<file path="config.mk">
export PLATFORM = sky130hd
export DESIGN_NAME = line_burst_adaptor
export DESIGN_NICKNAME = d
export VERILOG_FILES = /design/src/rtl/adaptor_types.sv /design/src/rtl/line_burst_adaptor.sv
export SDC_FILE = /design/constraint.sdc
export NUM_CORES = 1
export LEC_CHECK = 0
export CORE_AREA = 4 4 278 280
export CTS_CLUSTER_DIAMETER = 200
export DETAILED_ROUTE_END_ITERATION = 12
export DIE_AREA = 0 0 282 284
export HOLD_SLACK_MARGIN = 0.12
export PLACE_DENSITY = 0.67
export SKIP_CTS_REPAIR_TIMING = 1
export SLEW_MARGIN = 5
export SYNTH_ARGS = -nofsm -noshare
export SYNTH_HDL_FRONTEND = slang
export SYNTH_SLANG_ARGS = --single-unit
</file>
<file path="constraint.sdc">
create_clock -name clk -period 2.7 [get_ports clk]
set_clock_uncertainty 0.15 [all_clocks]
set_input_delay 0.27 -clock clk [delete_from_list [all_inputs] [get_ports clk]]
set_output_delay 0.27 -clock clk [all_outputs]
set_load 0.005 [all_outputs]
</file>
<file path="src/rtl/adaptor_types.sv">
// Shared widths for the cacheline-to-burst memory adaptor.
// Latency: n/a (types only).
// Backpressure: n/a (types only).
package adaptor_types;
  typedef logic [255:0] line_t;
  typedef logic [31:0]  addr_t;
  typedef logic [63:0]  burst_t;
  localparam int BEATS = 4;
endpackage

</file>
<file path="src/rtl/line_burst_adaptor.sv">
// Converts one 256-bit line read/write into a 4-beat 64-bit memory burst.
// Latency: request to resp_o is 5 cycles minimum (1 accept + 4 beats), +1 per stalled beat.
// Backpressure: memory paces beats with resp_i; the arbiter holds read_i/write_i until resp_o.
//
// Ports:
//   clk, rst            clock, synchronous active-high reset
//   line_i/line_o       write line in / assembled read line out (held until next read completes)
//   address_i           line address, low 5 bits ignored
//   read_i/write_i      line requests, held until resp_o
//   resp_o              one-cycle completion pulse
//   burst_i/burst_o     read beat from memory / write beat to memory
//   address_o           aligned burst address
//   read_o/write_o      burst requests to memory
//   resp_i              per-beat handshake from memory
module line_burst_adaptor
  import adaptor_types::*;
(
  input  logic         clk,
  input  logic         rst,
  input  logic [255:0] line_i,
  output logic [255:0] line_o,
  input  logic [31:0]  address_i,
  input  logic         read_i,
  input  logic         write_i,
  output logic         resp_o,
  input  logic [63:0]  burst_i,
  output logic [63:0]  burst_o,
  output logic [31:0]  address_o,
  output logic         read_o,
  output logic         write_o,
  input  logic         resp_i
);

  localparam logic [1:0] S_IDLE  = 2'd0;
  localparam logic [1:0] S_READ  = 2'd1;
  localparam logic [1:0] S_WRITE = 2'd2;
  localparam logic [1:0] S_DONE  = 2'd3;

  localparam logic [1:0] LAST_BEAT = 2'(BEATS - 1);

  logic [1:0] state;
  logic [1:0] cnt;
  addr_t      addr_q;
  // Holds the write line during WRITE and collects read beats during READ.
  line_t      line_q;
  // Published read line; only updated when a read finishes, so writes leave it alone.
  line_t      rd_line_q;

  always_ff @(posedge clk) begin
    if (rst) begin
      state     <= S_IDLE;
      cnt       <= 2'd0;
      addr_q    <= '0;
      line_q    <= '0;
      rd_line_q <= '0;
    end else begin
      case (state)
        S_IDLE: begin
          // Write wins if the arbiter ever raises both.
          if (write_i) begin
            addr_q <= {address_i[31:5], 5'b0};
            line_q <= line_i;
            cnt    <= 2'd0;
            state  <= S_WRITE;
          end else if (read_i) begin
            addr_q <= {address_i[31:5], 5'b0};
            cnt    <= 2'd0;
            state  <= S_READ;
          end
        end
        S_READ: begin
          if (resp_i) begin
            line_q[{cnt, 6'b0} +: 64] <= burst_i;
            if (cnt == LAST_BEAT) begin
              // Final beat goes straight into the published line in the same edge.
              rd_line_q <= {burst_i, line_q[191:0]};
              state     <= S_DONE;
            end else begin
              cnt <= cnt + 2'd1;
            end
          end
        end
        S_WRITE: begin
          if (resp_i) begin
            if (cnt == LAST_BEAT) begin
              state <= S_DONE;
            end else begin
              cnt <= cnt + 2'd1;
            end
          end
        end
        default: begin
          // DONE: requests may still be asserted this cycle and must not restart a burst.
          state <= S_IDLE;
        end
      endcase
    end
  end

  assign read_o    = (state == S_READ);
  assign write_o   = (state == S_WRITE);
  assign resp_o    = (state == S_DONE);
  assign address_o = addr_q;
  assign line_o    = rd_line_q;
  assign burst_o   = (state == S_WRITE) ? line_q[{cnt, 6'b0} +: 64] : 64'd0;

  // Arbiter must never present read and write together.
  always @(posedge clk) begin
    if (!rst && state == S_IDLE) begin
      assert (!(read_i && write_i))
        else $warning("line_burst_adaptor: read_i and write_i both high in IDLE");
    end
  end

endmodule

</file>
**Word level (Yosys, flattened, before mapping)**

Index checks and enable logic that the tools add are counted.

- Register bits: 548
- Input port bits: 357
- Output and inout bits: 355
- Word-level logic and storage cells: 47

- Add/subtract/negate cells: 2
- Eq/ne operators: 10
- Shift operators: 3
- Mux-type cells: 17
- Reductions and logical operators: 10

Operators with widths:

| operator | number |
|---|---|
| $mux W256 | 2 |
| $pmux W256 S2 | 1 |
| $bwmux W256 | 1 |
| $shift A64 B10 Y256 const A | 1 |
| $shiftx A256 B9 Y64 | 1 |
| $shiftx A64 B10 Y256 | 1 |
| $mux W32 | 2 |
| $mux W64 | 1 |
| $mux W2 | 8 |
| $neg A8 Y10 | 1 |
| $reduce_and A3 Y1 | 3 |
| $pmux W2 S2 | 2 |
| $eq A2 B2 Y1 const B | 3 |
| $ne A2 B1 Y1 const B | 3 |
| $reduce_bool A2 Y1 | 3 |
| $ne A2 B2 Y1 const B | 2 |
| $reduce_and A4 Y1 | 1 |
| $ne A3 B3 Y1 const B | 1 |
| $add A2 B1 Y2 const B | 1 |
| $eq A2 B1 Y1 const B | 1 |
| $logic_not A2 Y1 | 1 |
| $reduce_and A2 Y1 | 1 |
| $reduce_or A2 Y1 | 1 |

**Longest topological paths before layout**

Gate-level depths: netlist of run 1.

- Depth in word-level cells: 5
- Gate-level depth with buffers: 10
- Depth with buffers taken out: 5

**Worst setup path before layout of run 1**

Ideal clock, no wire load.

- Path type: reg-to-reg
- Start: reg cnt[0]
- End: reg line_q[12]
- Library setup time: 0.081 ns
- Data arrival time: 2.091 ns
- Required time: 2.469 ns
- Setup slack: 0.378 ns
- Cell stages (with the launch flop): 11
- Buffers on the path: 5
- Clock period less this slack: 2.322 ns
- Cells stage by stage: dfxtp_1 > buf_2 > buf_4 > inv_1 > buf_2 > ha_1 > nor2b_1 > clkbuf_2 > clkbuf_1 > a21oi_1 > a211oi_2

- Cells in the longest elaborated chain, start to end: 5
- Elaborated cells between the ends (all ways): 6
- Those cells by class: add/sub (1); shift (2); mux (3)

Ends and longest elaborated chain:

| item | RTL line | text |
|---|---|---|
| start: declaration | line_burst_adaptor.sv:42 | `logic [1:0] cnt;` |
| start signal: assignment | line_burst_adaptor.sv:79 | `cnt <= cnt + 2'd1;` |
| start signal: assignment | line_burst_adaptor.sv:88 | `cnt <= cnt + 2'd1;` |
| $neg A8 Y10 * | line_burst_adaptor.sv:73 | `line_q[{cnt, 6'b0} +: 64] <= burst_i;` |
| $shiftx A64 B10 Y256 / $shift A64 B10 Y256 (equally long branches) | line_burst_adaptor.sv:73 |  |
| $bwmux W256 * | line_burst_adaptor.sv:73 |  |
| $mux W256 * | line_burst_adaptor.sv:72 | `if (resp_i) begin` |
| $pmux W256 S2 * | line_burst_adaptor.sv:57 | `case (state)` |
| end signal: assignment | line_burst_adaptor.sv:62 | `line_q <= line_i;` |
| end signal: indexed assignment | line_burst_adaptor.sv:73 |  |
| end: declaration | line_burst_adaptor.sv:45 | `line_t line_q;` |

Mark *: on every way between the ends. The rest lies on a longest branch, timed or not. The select of a mux whose other input is x is not followed.
A chain may end at the register's enable or synchronous reset.

**Worst setup path in the final report of run 1**

- Start: reg cnt[0]
- End: out burst_o[5]

- Cells in the longest elaborated chain, start to end: 2

Ends and longest elaborated chain:

| item | RTL line | text |
|---|---|---|
| $shiftx A256 B9 Y64 | line_burst_adaptor.sv:105 | `assign burst_o = (state == S_WRITE) ? line_q[{cnt, 6'b0} +: 64] : 64'd0;` |
| $mux W64 | line_burst_adaptor.sv:105 |  |
| end: declaration | line_burst_adaptor.sv:27 | `output logic [63:0] burst_o,` |

Every way passes these cells.

==> results of run 1 <==
## logic make-up (layout without fill, tap and decap cells)
| logic type | after synthesis | count (layout) | synth area share |
|---|---|---|---|
| AND/OR/NAND/NOR | 1164 | 1164 | 0.223 |
| AO/OA/AOI/OAI | 876 | 876 | 0.249 |
| flip-flops | 543 | 543 | 0.402 |
| buffers and inverters | 353 | 1035 | 0.0671 |
| multiplexers | 65 | 65 | 0.0539 |
| adder cells (fa/ha/maj) | 9 | 9 | 0.00417 |
| other | 1 | 35 | 0.000139 |
## how the worst max path moves through the flow
stage / slack (ps) / start / endpoint
4_1_cts: -360 / cnt[0] / burst_o[51]
3_3_place_gp: 270 / cnt[0] / line_q[148]
3_5_place_dp: 190 / cnt[0] / line_q[130]
6_report: -220 / cnt[0] / burst_o[5]
5_1_grt: -300 / cnt[0] / burst_o[6]
2_1_floorplan: 380 / cnt[0] / line_q[12]
## where the power goes
part | switching [W] | total, W | internal (W) | leakage [nW]
clock | 0.00372 | 0.00914 | 0.00542 | 1.07
sequential | 0.00154 | 0.0113 | 0.00976 | 4.44
combinational | 0.00734 | 0.0134 | 0.00604 | 8.14
total | 0.0126 | 0.0338 | 0.0212 | 13.6
## registers in the layout, summed over array words and instances, names as in the netlist
name and count:
address_o 27, cnt 2, line_o 256, line_q 256, state 2
## cells in the final DEF, fill, tap and decap left out, drive strengths merged, types with 2 or more instances in the layout
cell,netlist,final
a211oi,65,65
a21bo,4,4
a21oi,606,606
a311oi,191,191
a31oi,2,2
and2,69,69
and4b,65,65
buf,213,174
bufinv,0,5
clkbuf,135,139
clkdlybuf4s50,0,638
clkinv,0,14
conb,1,5
dfxtp,543,543
diode,0,30
dlygate4sd3,0,26
dlymetal6s2s,0,34
ha,9,9
inv,5,5
mux4,64,64
nand2,567,567
nand2b,194,194
nand3,67,67
nand4,127,127
nor2b,67,67
o21ai,3,3
## through the flow
stage	cell area [um2]	utilization	hold slack (ps)	total power [W]
floorplan	27000	-	256	0.0189
global placement	35100	0.472	292	0.0232
detailed placement	35100	0.472	295	0.0234
CTS	37300	0.501	-47.6	0.0325
global route	38800	0.521	119	0.0351
finish	38800	0.521	101	0.0338
## final cells by class
class                           count  area (um2)
Multi-Input combinational cell   2119       14500
Sequential cell                   543       10900
Clock inverter                     19         270
Fill cell                        6788       35700
Clock buffer                       98        1920
Timing Repair Buffer              913        9860
Inverter                            5        20.0
Tap cell                          969        1210
Antenna cell                       30        75.1
## worst max-delay path: stages (launching register included)
cell             delay [ps]
dfxtp_4                 400
buf_12                  170
buf_6                   180
mux4_2                  510
and2_1                  170
clkdlybuf4s50_1         470
## routing by layer
| metal | vias to the layer above | track usage | wire (um) |
|---|---|---|---|
| met1 | 13236 | 0.354 | 47600 |
| met5 | - | 0 | 0 |
| met3 | 297 | 0.0525 | 10700 |
| li1 | 12127 | - | - |
| met2 | 1515 | 0.446 | 58100 |
| met4 | 0 | 0.138 | 5430 |
==> impl_metrics.ini, run 1 <==
[status]
status = finished, violations left
violations = setup timing

[global_route]
grtUsageTotal = 0.277
grt-ovfl-total = 0
grt_pass1_wl_um = 171000
grt_max_degree = 109
grt_pass1_vias = 25917
antenna_found_initial = 30

[route]
vias_per_cell = 5.79
ant_nets = 0
wl_um = 122000
dr.pass1.iters = 6
num_vias = 27175
route.detailed.drc = 0
drtIter0Drc = 2716
wl_per_cell_um = 25.9

[pwr]
leakagePower_nw = 13.6
ir_drop_mv = 0.581
power_density_nw_per_um2 = 872

[setup_path]
crit_path_end_kind = output port
worstReg2RegEnd = line_q[146]
worstSetupStartpointType = flop
worstPathArrival_ps = 2500
critical_path_class = flop to output port
crit_fanout = 13
r2r_slack_ps = 110
worstRegToRegCells = 9
regToRegStartpoint = cnt[0]
critPathRequiredTime_ps = 2280

[timing]
report.final.slew_viol_count = 0
worst_pin_slew_ps = 1140
period_minus_slack_ps = 2920
final-hold-violation-count = 0
max_freq_mhz = 343
rsz0062_at_grt = true
finalSetupTns_ps = -1680
fin_crit_sh = 1.08
setup_viol = 22
fin_ws_ps = -216
slew_headroom = 0.239

[min_path]
worstHoldStart = line_i[207]
min_to = line_q[207]
min_path_cells = 3
hold_path_class = primary input to flop

[synth]
ys_types = 41
netlist_instances = 3011
synth_most_common_cell = a21oi_1
synth.cell_area_um2 = 27000
ys_ff_latch = 543
yosys.area.top_type = dfxtp_1
synth_top_area_frac = 0.402
async_flop_share = 0
synth_edf_count = 0
yosys-top-cells-area = dfxtp_1 40%, a21oi_1 11%, a311oi_2 9.9%, nand2_1 7.9%, mux4_2 5.3%
synth_flop_cell = dfxtp_1
yosysWarningCount = 0
synthTopCellsByCount = 606 x a21oi_1, 567 x nand2_1, 543 x dfxtp_1, 194 x nand2b_1, 179 x a311oi_2
avgSynthCellArea_um2 = 8.97
synth-seq-area-share = 0.402

[floorplan]
core_um2 = 74400
rows = 100
fp.dieW_um = 282
start_util = 0.363
io_pins = 712
die_area_um2 = 80100
die_y_um = 284

[cts]
htreeDepth = 3
cts.clk_slew.worst_paths_ps = 60
root_buffer = clkbuf_16
clk_path_buf_depth = 3
clk_latency_ps = 600
cts_made_buffers = 68
tritoncts = done
cts_sinks = 543

[placement]
hpwl_um = 76400
io_buffers = 701
dp.cells = 4447
gp_congestion = 0.882
pre_cts_ws_ps = 193

[flow_run]
max_cap_violations = 0

[cells_and_area]
nNetsFinal = 4016
drive_gt1_frac = 0.179
area_growth_pct = 43.5
fin_cells = 4696
Note: power is estimated with default switching activity, not from simulation.
==> run 2, diff against run 1 <==
--- a/config.mk
+++ b/config.mk
@@ -5,12 +5,13 @@
 export SDC_FILE = /design/constraint.sdc
 export NUM_CORES = 1
 export LEC_CHECK = 0
+export CAP_MARGIN = 20
 export CORE_AREA = 4 4 278 280
 export CTS_CLUSTER_DIAMETER = 200
 export DETAILED_ROUTE_END_ITERATION = 12
 export DIE_AREA = 0 0 282 284
 export HOLD_SLACK_MARGIN = 0.12
-export PLACE_DENSITY = 0.67
+export PLACE_DENSITY = 0.61
 export SKIP_CTS_REPAIR_TIMING = 1
 export SLEW_MARGIN = 5
 export SYNTH_ARGS = -nofsm -noshare
==> impl_metrics.ini, run 2 (synthesis results as in run 1) <==
[pwr]
clkPwrFrac = 0.265
power_density_nw_per_um2 = 861
ir_drop_mv = 0.606
p_sw_frac = 0.372
combPwrFrac = 0.395
p_switching_w = 0.0124
leakagePower_nw = 13.5
power_frac_seq = 0.340
total_power_w = 0.0333
p_int_w = 0.0209

[route]
route.detailed.drc = 0
drtIter0Drc = 2479
vias_per_cell = 5.72
ant_nets = 0
dr.pass1.iters = 6
wl_um = 122000
num_vias = 26896
wl_per_cell_um = 25.9

[timing]
report.final.slew_viol_count = 0
max_freq_mhz = 351
fin_crit_sh = 1.05
rsz0062_at_grt = true
period_minus_slack_ps = 2850
setup_viol = 12
slew_headroom = 0.513
worst_pin_slew_ps = 731
fin_ws_ps = -148
final-hold-violation-count = 0

[floorplan]
die_area_um2 = 80100
fp.dieW_um = 282
die_y_um = 284
io_pins = 712
start_util = 0.363
core_um2 = 74400
rows = 100

[setup_path]
cp_slowest_cell = mux4_2
slowest_delay_ps = 410
worstRegToRegCells = 8
path_common_cell = buf_12
worstPathArrival_ps = 2430
critPathRequiredTime_ps = 2280
critical_path_class = flop to output port
crit_path_end_kind = output port
crit_fanout = 6
cp_cell_sequence = buf_12 > buf_12 > buf_12 > buf_16 > buf_4 > buf_6 > mux4_2 > and2_4 > buf_6
worstSetupStartpointType = flop

[cts]
htreeDepth = 2
tritoncts = done
clk_path_buf_depth = 3
root_buffer = clkbuf_16
cts.clk_slew.worst_paths_ps = 60
cts_made_buffers = 61
cts_sinks = 543
clk_latency_ps = 620

[cells_and_area]
post-route-util = 0.519
final_cell_mix = 636 x clkdlybuf4s50_1, 606 x a21oi_1, 567 x nand2_1, 541 x dfxtp_1, 194 x nand2b_1
final_common_cell = clkdlybuf4s50_1
area_growth_pct = 43.1
nNetsFinal = 4032
drive_gt1_frac = 0.181

[global_route]
grtUsageTotal = 0.278
antenna_found_initial = 21
grt_max_degree = 137
grt_pass1_vias = 25484
grt-ovfl-total = 0
grt_pass1_wl_um = 172000

[placement]
gp_congestion = 0.837
io_buffers = 701
hpwl_um = 78200
pre_cts_ws_ps = 230

[flow_run]
max_cap_violations = 0

[status]
status = finished, violations left
violations = setup timing

[min_path]
min_path_cells = 3
hold_path_class = primary input to flop
## run 2: worst paths after layout
check,from,end,slack [ps]
worst min register to register,address_o[19],address_o[19],300
worst max-delay path,cnt[0],burst_o[19],-150
worst max register to register,cnt[0],line_q[90],90
worst min-delay path,line_i[248],line_q[248],120
## run 2: area by class of cell
| class | count | area [um2] |
|---|---|---|
| diodes | 17 | 42.5 |
| fillers | 6826 | 35800 |
| clock inverters | 25 | 288 |
| clock buffers | 89 | 1830 |
| inverters | 5 | 20.0 |
| flip-flops and latches | 543 | 10900 |
| repair buffers | 936 | 9850 |
| well taps | 969 | 1210 |
| multi-input cells | 2119 | 14500 |
## run 2: metrics by stage
stage	setup TNS, ps	hold WS (ps)	area, um2	cells
final	-660	117	38700	4703
after global routing	-2830	119	38700	4702
after CTS	-22990	-42.4	37100	4554
after detailed placement	0	295	35000	4440
after global placement	0	291	35000	4440
after floorplan	0	256	27000	3015
## run 2: per-layer routing
layer,global-route usage,vias to the layer above,part of all wire
li1,-,12178,-
met1,0.365,13197,0.41
met2,0.459,1299,0.48
met3,0.0468,218,0.078
met4,0.106,4,0.031
met5,0,-,0.00016
## run 2: power by group through the flow
stage               Sequential [W]  Clock (W)  Combinational (W)
floorplan                   0.0107          0            0.00820
global placement            0.0114          0             0.0118
detailed placement          0.0114          0             0.0119
CTS                         0.0113    0.00895             0.0120
global route                0.0115    0.00930             0.0139
finish                      0.0113    0.00882             0.0131
## run 2: worst max-delay path: cells and delay by family, from the launching register on
family        cells  cell delay (ps)
buf+inv           7              880
flops             1              370
mux               1              410
simple gates      1              150
